**src/rtl/onehot_dec_pkg.sv**
```systemverilog
// Shared widths and the reference one-hot decode used by the pipe and its bench.
// Combinational only: no latency, no handshake.
// Backpressure: not applicable.
package onehot_dec_pkg;

    localparam int DEC_CODE_W = 4;
    localparam int DEC_OUT_W  = 10;

    function automatic logic [DEC_OUT_W-1:0] dec_onehot(input logic [DEC_CODE_W-1:0] code);
        logic [DEC_OUT_W-1:0] r;
        r = '0;
        for (int i = 0; i < DEC_OUT_W; i++) begin
            if (32'(code) == i) r[i] = 1'b1;
        end
        return r;
    endfunction

endpackage

```
**src/rtl/onehot_dec_errcnt.sv**
```systemverilog
// Saturating event counter for out-of-range codes; sticks at all-ones, cleared only by rst.
// Latency: count reflects an increment one clk after inc_i.
// Backpressure: none, counts every cycle inc_i is high.
module onehot_dec_errcnt #(
    parameter int W = 8
) (
    input  logic         clk,
    input  logic         rst,
    input  logic         inc_i,
    output logic [W-1:0] count_o
);

    logic [W-1:0] count_q;
    logic [W-1:0] count_d;

    always_comb begin
        count_d = count_q;
        if (inc_i && (count_q != {W{1'b1}})) begin
            count_d = count_q + 1'b1;
        end
    end

    always_ff @(posedge clk or posedge rst) begin
        if (rst) begin
            count_q <= '0;
        end else begin
            count_q <= count_d;
        end
    end

    assign count_o = count_q;

endmodule

```
**src/rtl/onehot_decoder_pipe.sv**
```systemverilog
// Registered binary-to-one-hot decoder; codes >= OUT_W give oOUT=0 with oERR=1.
// Latency: 1 clk from accept to oVALID; full throughput (accept while draining).
// Backpressure: oREADY = !oVALID | iREADY; output word held stable while stalled.
// Build option ONEHOT_DEC_ERRCNT_EN adds the saturating oERRCNT invalid-code counter.
module onehot_decoder_pipe
    import onehot_dec_pkg::*;
#(
    parameter int CODE_W   = DEC_CODE_W,
    parameter int OUT_W    = DEC_OUT_W
`ifdef ONEHOT_DEC_ERRCNT_EN
    ,
    parameter int ERRCNT_W = 8
`endif
) (
    input  logic                clk,
    input  logic                rst,
    input  logic [CODE_W-1:0]   iIN,
    input  logic                iVALID,
    output logic                oREADY,
    output logic [OUT_W-1:0]    oOUT,
    output logic                oERR,
    output logic                oVALID,
    input  logic                iREADY
`ifdef ONEHOT_DEC_ERRCNT_EN
    ,
    output logic [ERRCNT_W-1:0] oERRCNT
`endif
);

    logic [OUT_W-1:0] out_q, out_d;
    logic             err_q, err_d;
    logic             vld_q, vld_d;
    logic [OUT_W-1:0] dec;
    logic             code_bad;
    logic             accept;

    always_comb begin
        dec = '0;
        for (int i = 0; i < OUT_W; i++) begin
            if (32'(iIN) == i) dec[i] = 1'b1;
        end
    end

    assign code_bad = (32'(iIN) >= OUT_W);
    assign oREADY   = !vld_q || iREADY;
    assign accept   = iVALID && oREADY;

    // A drain without a new word only drops valid; data keeps its last value.
    always_comb begin
        out_d = out_q;
        err_d = err_q;
        vld_d = vld_q;
        if (accept) begin
            out_d = dec;
            err_d = code_bad;
            vld_d = 1'b1;
        end else if (iREADY) begin
            vld_d = 1'b0;
        end
    end

    always_ff @(posedge clk or posedge rst) begin
        if (rst) begin
            out_q <= '0;
            err_q <= 1'b0;
            vld_q <= 1'b0;
        end else begin
            out_q <= out_d;
            err_q <= err_d;
            vld_q <= vld_d;
        end
    end

    assign oOUT   = out_q;
    assign oERR   = err_q;
    assign oVALID = vld_q;

`ifdef ONEHOT_DEC_ERRCNT_EN
    onehot_dec_errcnt #(
        .W(ERRCNT_W)
    ) u_errcnt (
        .clk    (clk),
        .rst    (rst),
        .inc_i  (accept && code_bad),
        .count_o(oERRCNT)
    );
`endif

endmodule

```
**config.mk**
```make
export PLATFORM = sky130hd
export DESIGN_NAME = onehot_decoder_pipe
export DESIGN_NICKNAME = d
export VERILOG_FILES = /design/src/rtl/onehot_dec_pkg.sv /design/src/rtl/onehot_dec_errcnt.sv /design/src/rtl/onehot_decoder_pipe.sv
export SDC_FILE = /design/constraint.sdc
export NUM_CORES = 1
export LEC_CHECK = 0
export ABC_AREA = 1
export ABC_CLOCK_PERIOD_IN_PS = 1700
export BUFFER_PORTS_ARGS = -buffer_cell sky130_fd_sc_hd__buf_2
export CAP_MARGIN = 0
export CORE_AREA = 2 2 39 41
export DETAILED_ROUTE_END_ITERATION = 10
export DIE_AREA = 0 0 41 43
export PLACE_DENSITY = 0.7
export REMOVE_ABC_BUFFERS = 1
export SYNTH_ARGS = -nofsm -noshare
export SYNTH_HDL_FRONTEND = slang
export SYNTH_SLANG_ARGS = --single-unit
```
**constraint.sdc**
```tcl
create_clock -name clk -period 1.7 [get_ports clk]
set_input_delay 0.17 -clock clk [delete_from_list [all_inputs] [get_ports clk]]
set_output_delay 0.17 -clock clk [all_outputs]
set_load 0.02 [all_outputs]
```
==> impl_summary.md, run 1 <==
Synth
The mean instance size in the synthesized netlist is 7.312 um2. After synthesis, the largest family of logic cells by area is simple AND/OR/NAND/NOR gates. The number of cells produced by synthesis is 77. In this run the biggest area consumer among cell types represents 53.33% of the synthesized area. After Yosys synthesis, full adders, half adders and majority gates account for 0% of the synthesized area. The count of unique library cells instantiated by Yosys is 8. The xor and xnor area share after synthesis is 0%.

Multiplexer cells account for 0% of the synthesized area. The synthesized netlist devotes 1.556% of its cell area to compound gates. The simple-gate portion of the synthesized area is 37.11%.

The synthesized netlist occupies a cell area of 563.0 um2. Ranked by total cell area, the synthesized netlist is headed by dfrtp_1 (53%), nand2_1 (28%), nor2_1 (8.0%), inv_1 (4.7%), buf_6 (2.0%). Yosys printed 0 warnings. The sequential area share after synthesis is 53.33%. The largest area contributor in the synthesized netlist is dfrtp_1. The flip-flop and latch count after synthesis is 12.

Global routing
Global routing used 16.00% of the available tracks. The initial antenna violation count is 0. The met1 global-route usage is 22.30%. The number of global-route vias before repair is 454.

The sum of overflow across all layers after global routing is 0. The met2 track demand over resource in global routing is 21.88%. The first global-routing pass estimated 1890 um of wire.

Global routing consumed, on the met3 layer, 3.141% of the routing resources. The pin count of the biggest net entering global routing is 13. The peak-usage layer in the global routing report is met1.

Placed design
The congestion estimate from routability-driven global placement came to 0.8717. The half-perimeter wire length of the detailed placement result is 824.2 um. The placed instance area is 664.4 um2.

The number of input and output port buffers inserted is 20.

STA
The post-layout minimum cycle time is 1104 ps. On the final layout, the worst clock skew is 5.961 ps. The maximum operating frequency is 0.9056 GHz. In the final timing run, aggregate negative setup slack is 0 ps. In this run the tightest slew margin relative to its limit is 69.70%. The hold violation count in the final report is 0. The measured slew at the worst slew-check pin is 454.0 ps. Setup repair after global routing left no endpoint under its margin. The final max-slew violation count is 0. The final period utilization is 64.96%. The worst hold slack is 126.2 ps. Setup violations remaining at the end of the flow were counted as 0.

Finish
Registers take 300.3 um2. Leaving out fill and tap cells, the most frequent cells in the layout are nand2_1 (42), buf_2 (20), nor2_1 (12), dfrtp_1 (12), inv_1 (7). The final cell utilization of the core is 51.36%. The number of nets in the final layout is 109. The area used by multi-input combinational logic is 217.7 um2.

Compared with the post-synthesis result, the final layout area differs by 26.22%. The number of fill cells in the layout is 144. The share of layout cells above drive strength 1 is 26.00%.

The most frequent standard cell in the layout excluding fill and tap cells is nand2_1. The finished cells cover 710.7 um2. The repair_antennas step left the layout with diodes totalling 0.

Job
The tool flagged a number of max-cap violations equal to 0.

Worst setup path
The critical path data arrival time is 930 ps. The family of cells with the greatest summed delay on the critical path is flip-flops. Walking the worst path, the cells encountered are nand2_2 > buf_2. Data on the critical path is required at its endpoint by 1530 ps.

In this run the worst path has a maximum fanout of 3. The worst setup path is captured at an output pin. The number of buffer and inverter stages on the critical path is 1. The classification of the worst setup path is register to output pin. The critical path startpoint category is a register. The critical path's largest stage delay is 410 ps. The cell type of the slowest stage on the worst timing path is dfrtp_1.

Power and ir drop
The worst-case IR drop observed on VDD is 446.2 uV. Dividing total power by cell area gives a power density of 898.9 nW/um2. The design draws 638.9 uW. For this design the static power due to leakage is 0.0004510 uW.

CTS
In this run the clock root is driven by a clkbuf_4. The CTS buffer count is 3. Clock latency on the worst-skew pair, taken at its later pin, is 280 ps.

The TritonCTS clock tree is done. In this run the number of H-tree levels came out at 1. The buffer levels on the longest clock path is 2.

The clock slew at the register clock pins of the worst setup and hold paths is 70 ps. For this design, the sink count on the clock tree is 12.

Route
The routed wirelength normalized by instance count is 9.767 um. The remaining number of nets flagged by the antenna check after routing is 0. In the routed design, unresolved DRC markers number 0.

For this block, the via count after detailed routing is 529. The overall routed net length is 1133 um. The pre-antenna-repair detailed-routing pass consisted of 4 iterations.

The via density per instance is 4.560. The number of DRC markers in iteration 0 is 10.

Floorplan
The number of cell rows is 14. The floorplan step set the die height to 43 um. The starting density of the core is 40.69%. The floorplan step defined a core boundary enclosing 1384 um2. The die is 41 um wide. The number of placed I/O pins is 21. The die covers 1763 um2.

Outcome
The flow ran to the end, and the final reports show no timing, DRC or antenna violations.

Worst hold path
The worst min-delay path category is input pin to register.
-- sequential cells by signal (all words and copies together), names as in the netlist --
name	cells
oOUT	10
oERR	1
oVALID	1
-- kinds of logic (layout without fill, tap and decap cells) --
kind of cell    Yosys count  in the layout
compound gates            1              1
flops                    12             12
buf+inv                   9             32
simple gates             55             55
-- report_power, final --
part           total [uW]  leakage [uW]  switching (uW)  internal [uW]
Sequential            309      0.000161            8.44            301
Combinational         101      0.000269            68.4           32.1
Clock                 229     0.0000210            98.9            130
Total                 639      0.000451             176            463
-- through the flow --
step | worst slack (ps) | cells
finish | 595.7 | 116
global placement | 685.4 | 111
CTS | 590.9 | 116
detailed placement | 657.1 | 111
floorplan | 613.3 | 75
global route | 550.5 | 116
-- routing by layer --
layer,vias up,part of all wire (%)
met1,230,47
met2,22,43
met3,5,6.8
met4,0,3.3
li1,272,-
met5,-,0
-- path summary, 6_finish.rpt --
check,start,endpoint,slack (ps),cells past startpoint
max,oVALID$_DFFE_PP0P_,oREADY,600,2
min,iVALID,oVALID$_DFFE_PP0P_,130,3
max reg2reg,oVALID$_DFFE_PP0P_,oOUT[3]$_DFFE_PP0P_,660,4
min reg2reg,oOUT[9]$_DFFE_PP0P_,oOUT[9]$_DFFE_PP0P_,480,2
max in group asynchronous,rst,oERR$_DFFE_PP0P_,950,3
min in group asynchronous,rst,oOUT[9]$_DFFE_PP0P_,430,3
-- cell usage after synthesis --
| library cell | count |
|---|---|
| dfrtp_1 | 12 |
| a21oi_2 | 1 |
| buf_4 | 1 |
| inv_1 | 7 |
| nand2_1 | 42 |
| nor2_1 | 12 |
| buf_6 | 1 |
| nand2_2 | 1 |
-- worst reg2reg max path: stages (launching register included) --
cell and delay [ps]:
dfrtp_1 410, nand2_2 90, nand2_1 230, nand2_1 140
nand2_1 60
-- layout make-up --
| type | instances | share of cell area, % |
|---|---|---|
| Sequential cell | 12 | 42.25 |
| Multi-Input combinational cell | 56 | 30.63 |
| Timing Repair Buffer | 21 | 15.49 |
| Clock buffer | 4 | 5.106 |
| Inverter | 7 | 3.697 |
| Tap cell | 16 | 2.817 |
-- repair_timing --
item / CTS / global route
hold endpoints to repair: 12 / 0
hold buffers: 1 / 0
gates resized for setup: 0 / 0
buffers inserted: 0 / 0
Note: power is estimated with default switching activity, not from simulation.
==> run 2: changes to the inputs <==
Settings changed: ABC_CLOCK_PERIOD_IN_PS 1700 to 900, CORE_AREA 2 2 39 41 to default, CORE_MARGIN from default to 2, CORE_UTILIZATION from default to 41, DIE_AREA 0 0 41 43 to default, PLACE_DENSITY 0.7 to 0.71.
Clock period 1.7 ns to 0.9 ns, I/O delays scaled along.
==> impl_summary.md, run 2 (synthesized netlist as in run 1, its figures left out) <==
Outcome
The flow ran to the end, but the final reports show violations. The checks that failed: negative setup slack.

Finish
The most frequent standard cell in the layout excluding fill and tap cells is nand2_1. The flip-flop and latch area is 300.3 um2. From synthesis to final layout, the design area changed by 47.11%. The number of fill cells in the layout is 122.

The antenna diode count is 0. In the layout the commonest cells are nand2_1 (41), buf_6 (13), nor2_1 (12), dfrtp_1 (12), buf_2 (8). Summing all multi-input logic gate instances after layout gives 220.2 um2. The filler-free cell count of the finished design is 120.

The register with the most flip-flops in the layout has 10 of them. The share of layout cells above drive strength 1 is 30.48%. The number of nets in the final layout is 114.

Floorplan
The die covers 1686 um2. 21 I/O pins were placed. The floorplan die height is 41.06 um. The placeable core area is 1285 um2. The x dimension of the die is 41.06 um. The initial utilization of the core area, before any placement, comes to 43.82%.

The number of cell rows is 13.

Worst setup path
The largest single stage delay on the critical path is 410 ps. The classification of the worst setup path is register to output pin. The launching element of the worst setup path is oVALID$_DFFE_PP0P_.

Along the worst path, the maximum fanout reaches 3. The kind of end point of the critical path is an output pin. Across all register-to-register paths, the minimum setup slack is -20 ps.

The worst setup path is launched from a register. The critical path data arrival time is 900 ps. The signal on the critical path passes through nand2_2 > buf_6. The logic depth of the worst register-to-register path is 4. The worst register-to-register path ends at oOUT[4]$_DFFE_PP0P_.

The end of the critical path is oREADY. The required time of the critical path is 810 ps. On the critical path, the stage with the largest delay is an instance of dfrtp_1. The critical register-to-register path startpoint is oVALID$_DFFE_PP0P_.

Power and ir drop
VDD sags by at most 1038 uV. Of the total power, the share spent switching nets is 27.31%. The internal power contribution is 924.3 uW.

The switching power of the nets is 347.2 uW. The power density over the cells is 1535 nW/um2. The register share of total power is 46.4%.

The clock network burns 34.1% of the power. The share of total power dissipated in combinational logic is 19.5%. The static leakage is 0.0004903 uW.

CTS
The buffer levels on the longest clock path is 2. The CTS buffer count is 3. Clock tree synthesis selected as its root buffer the cell clkbuf_4. After clock tree synthesis, the clock-pin slew on the worst setup and hold paths is 80 ps. The clock latency on the worst-skew pair is 270 ps. TritonCTS built the clock tree. The number of clock sinks seen by CTS is 12. In this run the number of H-tree levels came out at 1.

STA
For the finished layout, the period the worst path requires is 992.2 ps. The worst setup skew after layout is 6.105 ps. Setup repair after global routing could not meet its margin everywhere. In the post-route analysis, the smallest setup slack over all paths is -92.20 ps. The hold violation count in the final report is 0. The maximum operating frequency is 1.008 GHz. The aggregate negative setup slack is -195.0 ps. The tightest slew margin relative to the limit is 68.93%. The final max-slew violation count is 0.

The final period utilization is 110.2%. The number of setup violations in the final report is 11. At the pin with the least slew margin, the transition time is 465.5 ps.

Route
The routed wirelength normalized by instance count is 10.73 um. The count of vias placed by the detailed router is 552. In the routed layout, each cell is associated on average with a via count of 4.600. The overall routed net length is 1287 um. The number of optimization iterations in the first detailed-route pass is 4. The remaining design rule violation count is 0. The remaining number of nets flagged by the antenna check after routing is 0. In this run, the number of DRC markers left after iteration 0 of detailed routing was 9.

Global routing
Global routing used 18.64% of the available tracks. The number of global-route vias before repair is 506. The sum of overflow across all layers after global routing is 0. The initial antenna violation count is 0. The first global-routing pass estimated 2035 um of wire. Entering global routing, the biggest net connects 13 pins.

Placed design
The number of instances in the placed design is 111. The pre-CTS setup slack is -126.7 ps. The half-perimeter wire length of the detailed placement result is 839 um. The count of buffers added on input and output ports is 20. The final estimated routing congestion in global placement is 0.8372.

Worst hold path
In this run the worst hold path is classified as input pin to register.

Job
Max-cap violations in this run came to 0.
run 2: stage by stage:
step / area, um2 / total power [uW] / hold slack [ps] / utilization [%]
2_1_floorplan: 544.3 / 713.0 / -45.30 / -
3_3_place_gp: 670.6 / 783.5 / 114.6 / 52.19
3_5_place_dp: 670.6 / 787.8 / 123.9 / 52.19
4_1_cts: 820.8 / 1280 / 56.52 / 63.88
5_1_grt: 828.3 / 1338 / 76.70 / 64.46
6_report: 828.3 / 1271 / 69.15 / 64.46
run 2: power by group through the flow:
stage,Sequential [uW],Clock [uW],Combinational [uW]
after floorplan,632,0,81.0
after global placement,594,0,190
after detailed placement,594,0,194
after CTS,589,444,246
after global routing,593,470,275
final,589,433,249
run 2: layout make-up:
cell class	count	area share [%]
Sequential cell	12	36.25
Clock buffer	4	4.381
Tap cell	15	2.266
Inverter	7	3.172
Multi-Input combinational cell	56	26.59
Timing Repair Buffer	26	27.34
run 2: timing repair:
item,in CTS,in global routing
gates resized for setup,24,2
hold buffers,1,0
cloned,0,0
endpoints found under the setup margin,24,24
pin swaps,1,0
hold endpoints to repair,12,0
buffers inserted,4,0
run 2: worst max-delay path, delay by kind of cell (launching register included):
kind	cells	cell delay, ps
buffers and inverters	1	120
AND/OR/NAND/NOR	1	100
flip-flops	1	410
run 2: worst min path at each step:
| stage | start | to | slack [ps] | cells past startpoint |
|---|---|---|---|---|
| after floorplan | rst | oERR$_DFFE_PP0P_ | -50 | 1 |
| after global placement | rst | oOUT[5]$_DFFE_PP0P_ | 110 | 2 |
| after detailed placement | rst | oOUT[9]$_DFFE_PP0P_ | 120 | 2 |
| after CTS | iVALID | oVALID$_DFFE_PP0P_ | 60 | 3 |
| after global routing | iVALID | oVALID$_DFFE_PP0P_ | 80 | 3 |
| final | iVALID | oVALID$_DFFE_PP0P_ | 70 | 3 |
run 2: metal layers:
layer	GRT usage [%]	up-vias	part of all wire, %
li1	-	280	-
met1	21.26	246	41
met2	32.03	24	52
met3	4.891	2	5.9
met4	8.333	0	1.0
met5	0	-	0
==> run 3: changes to the inputs <==
Settings changed: REMOVE_ABC_BUFFERS 1 to default.
==> impl_summary.md, run 3 (synthesized netlist as in run 1, its figures left out) <==
Route
The count of vias placed by the detailed router is 535. In the final routed layout, each cell accounts on average for 9.642 um. The number of DRC markers in iteration 0 is 4. The detail route stage leaves a number of antenna-violating nets equal to 0. In the routed layout, each cell is associated on average with a via count of 4.350.

The remaining design rule violation count is 0. The overall routed net length is 1186 um. The number of optimization iterations in the first detailed-route pass is 4.

Power and ir drop
VDD sags by at most 1175 uV. After layout, the design draws a total of 1279 uW. The static leakage is 0.0005091 uW. The power density over the cells is 1492 nW/um2.

STA
The hold violation count in the final report is 0. Setup repair after global routing could not meet its margin everywhere. Across the routed clock network, the largest skew measured is 1.747 ps. For the pin with the worst max-slew slack, the measured transition is 454.0 ps. Once routing completed, OpenROAD measured the worst setup slack at -101.9 ps.

The aggregate negative setup slack is -291.6 ps. The final max-slew violation count was 0. Headroom to the max-slew limit came out at 69.70%.

The post-layout minimum cycle time is 1002 ps. Setup violations remaining at the end of the flow were counted as 14. The maximum operating frequency is 0.9981 GHz. The final period utilization is 111.3%.

Global routing
The pin count of the biggest net entering global routing is 13. The global-route wire length before repair is 1814 um. The number of global-route vias before repair is 448.

The sum of overflow across all layers after global routing is 0. The initial antenna violation count is 0. The overall track demand over capacity in global routing is 17.29%.

Synth
The number of nets in the synthesized netlist is 85.

Finish
The antenna diode count is 0. The top cell types in the final layout, fill and taps aside, are nand2_1 (41), buf_6 (13), nor2_1 (12), dfrtp_1 (11), buf_2 (8). The most frequent standard cell in the layout excluding fill and tap cells is nand2_1. The growth of design area from synthesis to finish is 52.22%.

The flip-flop count of the largest register after layout is 10. The share of layout cells above drive strength 1 is 33.33%. The final cell utilization of the core is 66.70%. The filler-free cell count of the finished design is 123. In the final design database the tool counted 117 nets.

Placed design
The pre-CTS setup slack is -35.21 ps. Buffers placed on the I/O ports in this run total 20. The number of instances in the placed design is 111.

The half-perimeter wire length of the detailed placement result is 801 um. Routability-driven placement finished with a final weighted congestion of 0.8397.

Floorplan
The placeable core area is 1285 um2. The x dimension of the die is 41.06 um. The starting density of the core is 43.82%. The floorplan die height is 41.06 um. The floorplan has 13 rows. The die covers 1686 um2. 21 I/O pins were placed.

Worst setup path
The classification of the worst setup path is register to output pin. STA classifies the critical path endpoint as an output pin. Data arrives at the worst endpoint at 910 ps. In this run the register-to-register setup slack is -30 ps. The critical register-to-register path startpoint is oVALID$_DFFE_PP0P_. In this run the worst path has a maximum fanout of 3. The worst setup path is launched from a register. At the worst endpoint, the required time is 810 ps. The capture instance of the worst register-to-register path is oOUT[2]$_DFFE_PP0P_. The logic depth of the worst register-to-register path is 4.

CTS
The number of clock sinks seen by CTS is 12. In this run the number of H-tree levels came out at 1. The clock slew at the register clock pins of the worst setup and hold paths is 70 ps. Buffers inserted during clock tree synthesis total 3. The clock latency on the worst-skew pair is 280 ps. The cell chosen for the clock root is clkbuf_4.

The longest clock path from root to sink contains 2 buffers. TritonCTS built the clock tree.

Outcome
The flow ran to the end, but the final reports show violations. The final reports fail on negative setup slack.

Worst hold path
The worst hold path terminates at oVALID$_DFFE_PP0P_. The source of the worst hold timing path is iVALID. The worst min-delay path category is input pin to register. The number of cells traversed by the worst hold path is 3.

Job
The number of violations of the max-capacitance limit is 0.
run 3: changes by cell type in the layout (fill, tap and decap cells not counted):
| cell | delta |
|---|---|
| nand2_4 | +1 |
| dfrtp_2 | +1 |
| dfrtp_1 | -1 |
| nand2_2 | -1 |
| buf_4 | +3 |
run 3: layout make-up:
type	count	area, um2
tap	15	18.77
multi-input combinational	56	225.2
fill	114	427.9
clock buffer	4	36.28
inverter	7	26.28
timing repair buffer	29	249.0
sequential	12	301.5
run 3: worst max path at each step:
stage	startpoint	end	slack [ps]	cells past startpoint
6_report	oVALID$_DFFE_PP0P_	oREADY	-100	2
5_1_grt	oVALID$_DFFE_PP0P_	oREADY	-120	2
4_1_cts	oVALID$_DFFE_PP0P_	oREADY	-100	2
3_5_place_dp	oVALID$_DFFE_PP0P_	oOUT[2]$_DFFE_PP0P_	-40	4
3_3_place_gp	oVALID$_DFFE_PP0P_	oOUT[0]$_DFFE_PP0P_	4	4
2_1_floorplan	oVALID$_DFFE_PP0P_	oOUT[0]$_DFFE_PP0P_	-70	5
run 3: report_power, final:
part           leakage [uW]  switching [uW]  total (uW)  internal [uW]
sequential         0.000160            22.9         592            569
clock             0.0000210             185         432            246
combinational      0.000328             137         256            119
total              0.000509             345        1280            934
run 3: repair_timing:
| action | 4_1_cts | 5_1_grt |
|---|---|---|
| setup endpoints to repair | 24 | 24 |
| resized for setup | 25 | 0 |
| endpoints found under the hold margin | 12 | 0 |
| buffers inserted | 4 | 3 |
| hold buffers | 1 | 0 |
run 3: routing by layer:
layer	vias up	share of wire, %	GRT usage (%)
met5	-	0	0
met4	0	2.9	12.50
met3	5	5.1	3.804
met2	14	47	27.73
met1	230	45	19.93
li1	286	-	-
run 3: worst max-delay path, stage by stage, from the launching register on:
cell,delay (ps)
dfrtp_2,440
nand2_4,80
buf_6,110
run 3: stage by stage:
step	hold WS (ps)	area, um2
floorplan	-45.37	571.8
global placement	112.1	679.4
detailed placement	119.1	679.4
CTS	48.01	834.6
global route	101.8	857.1
finish	66.00	857.1
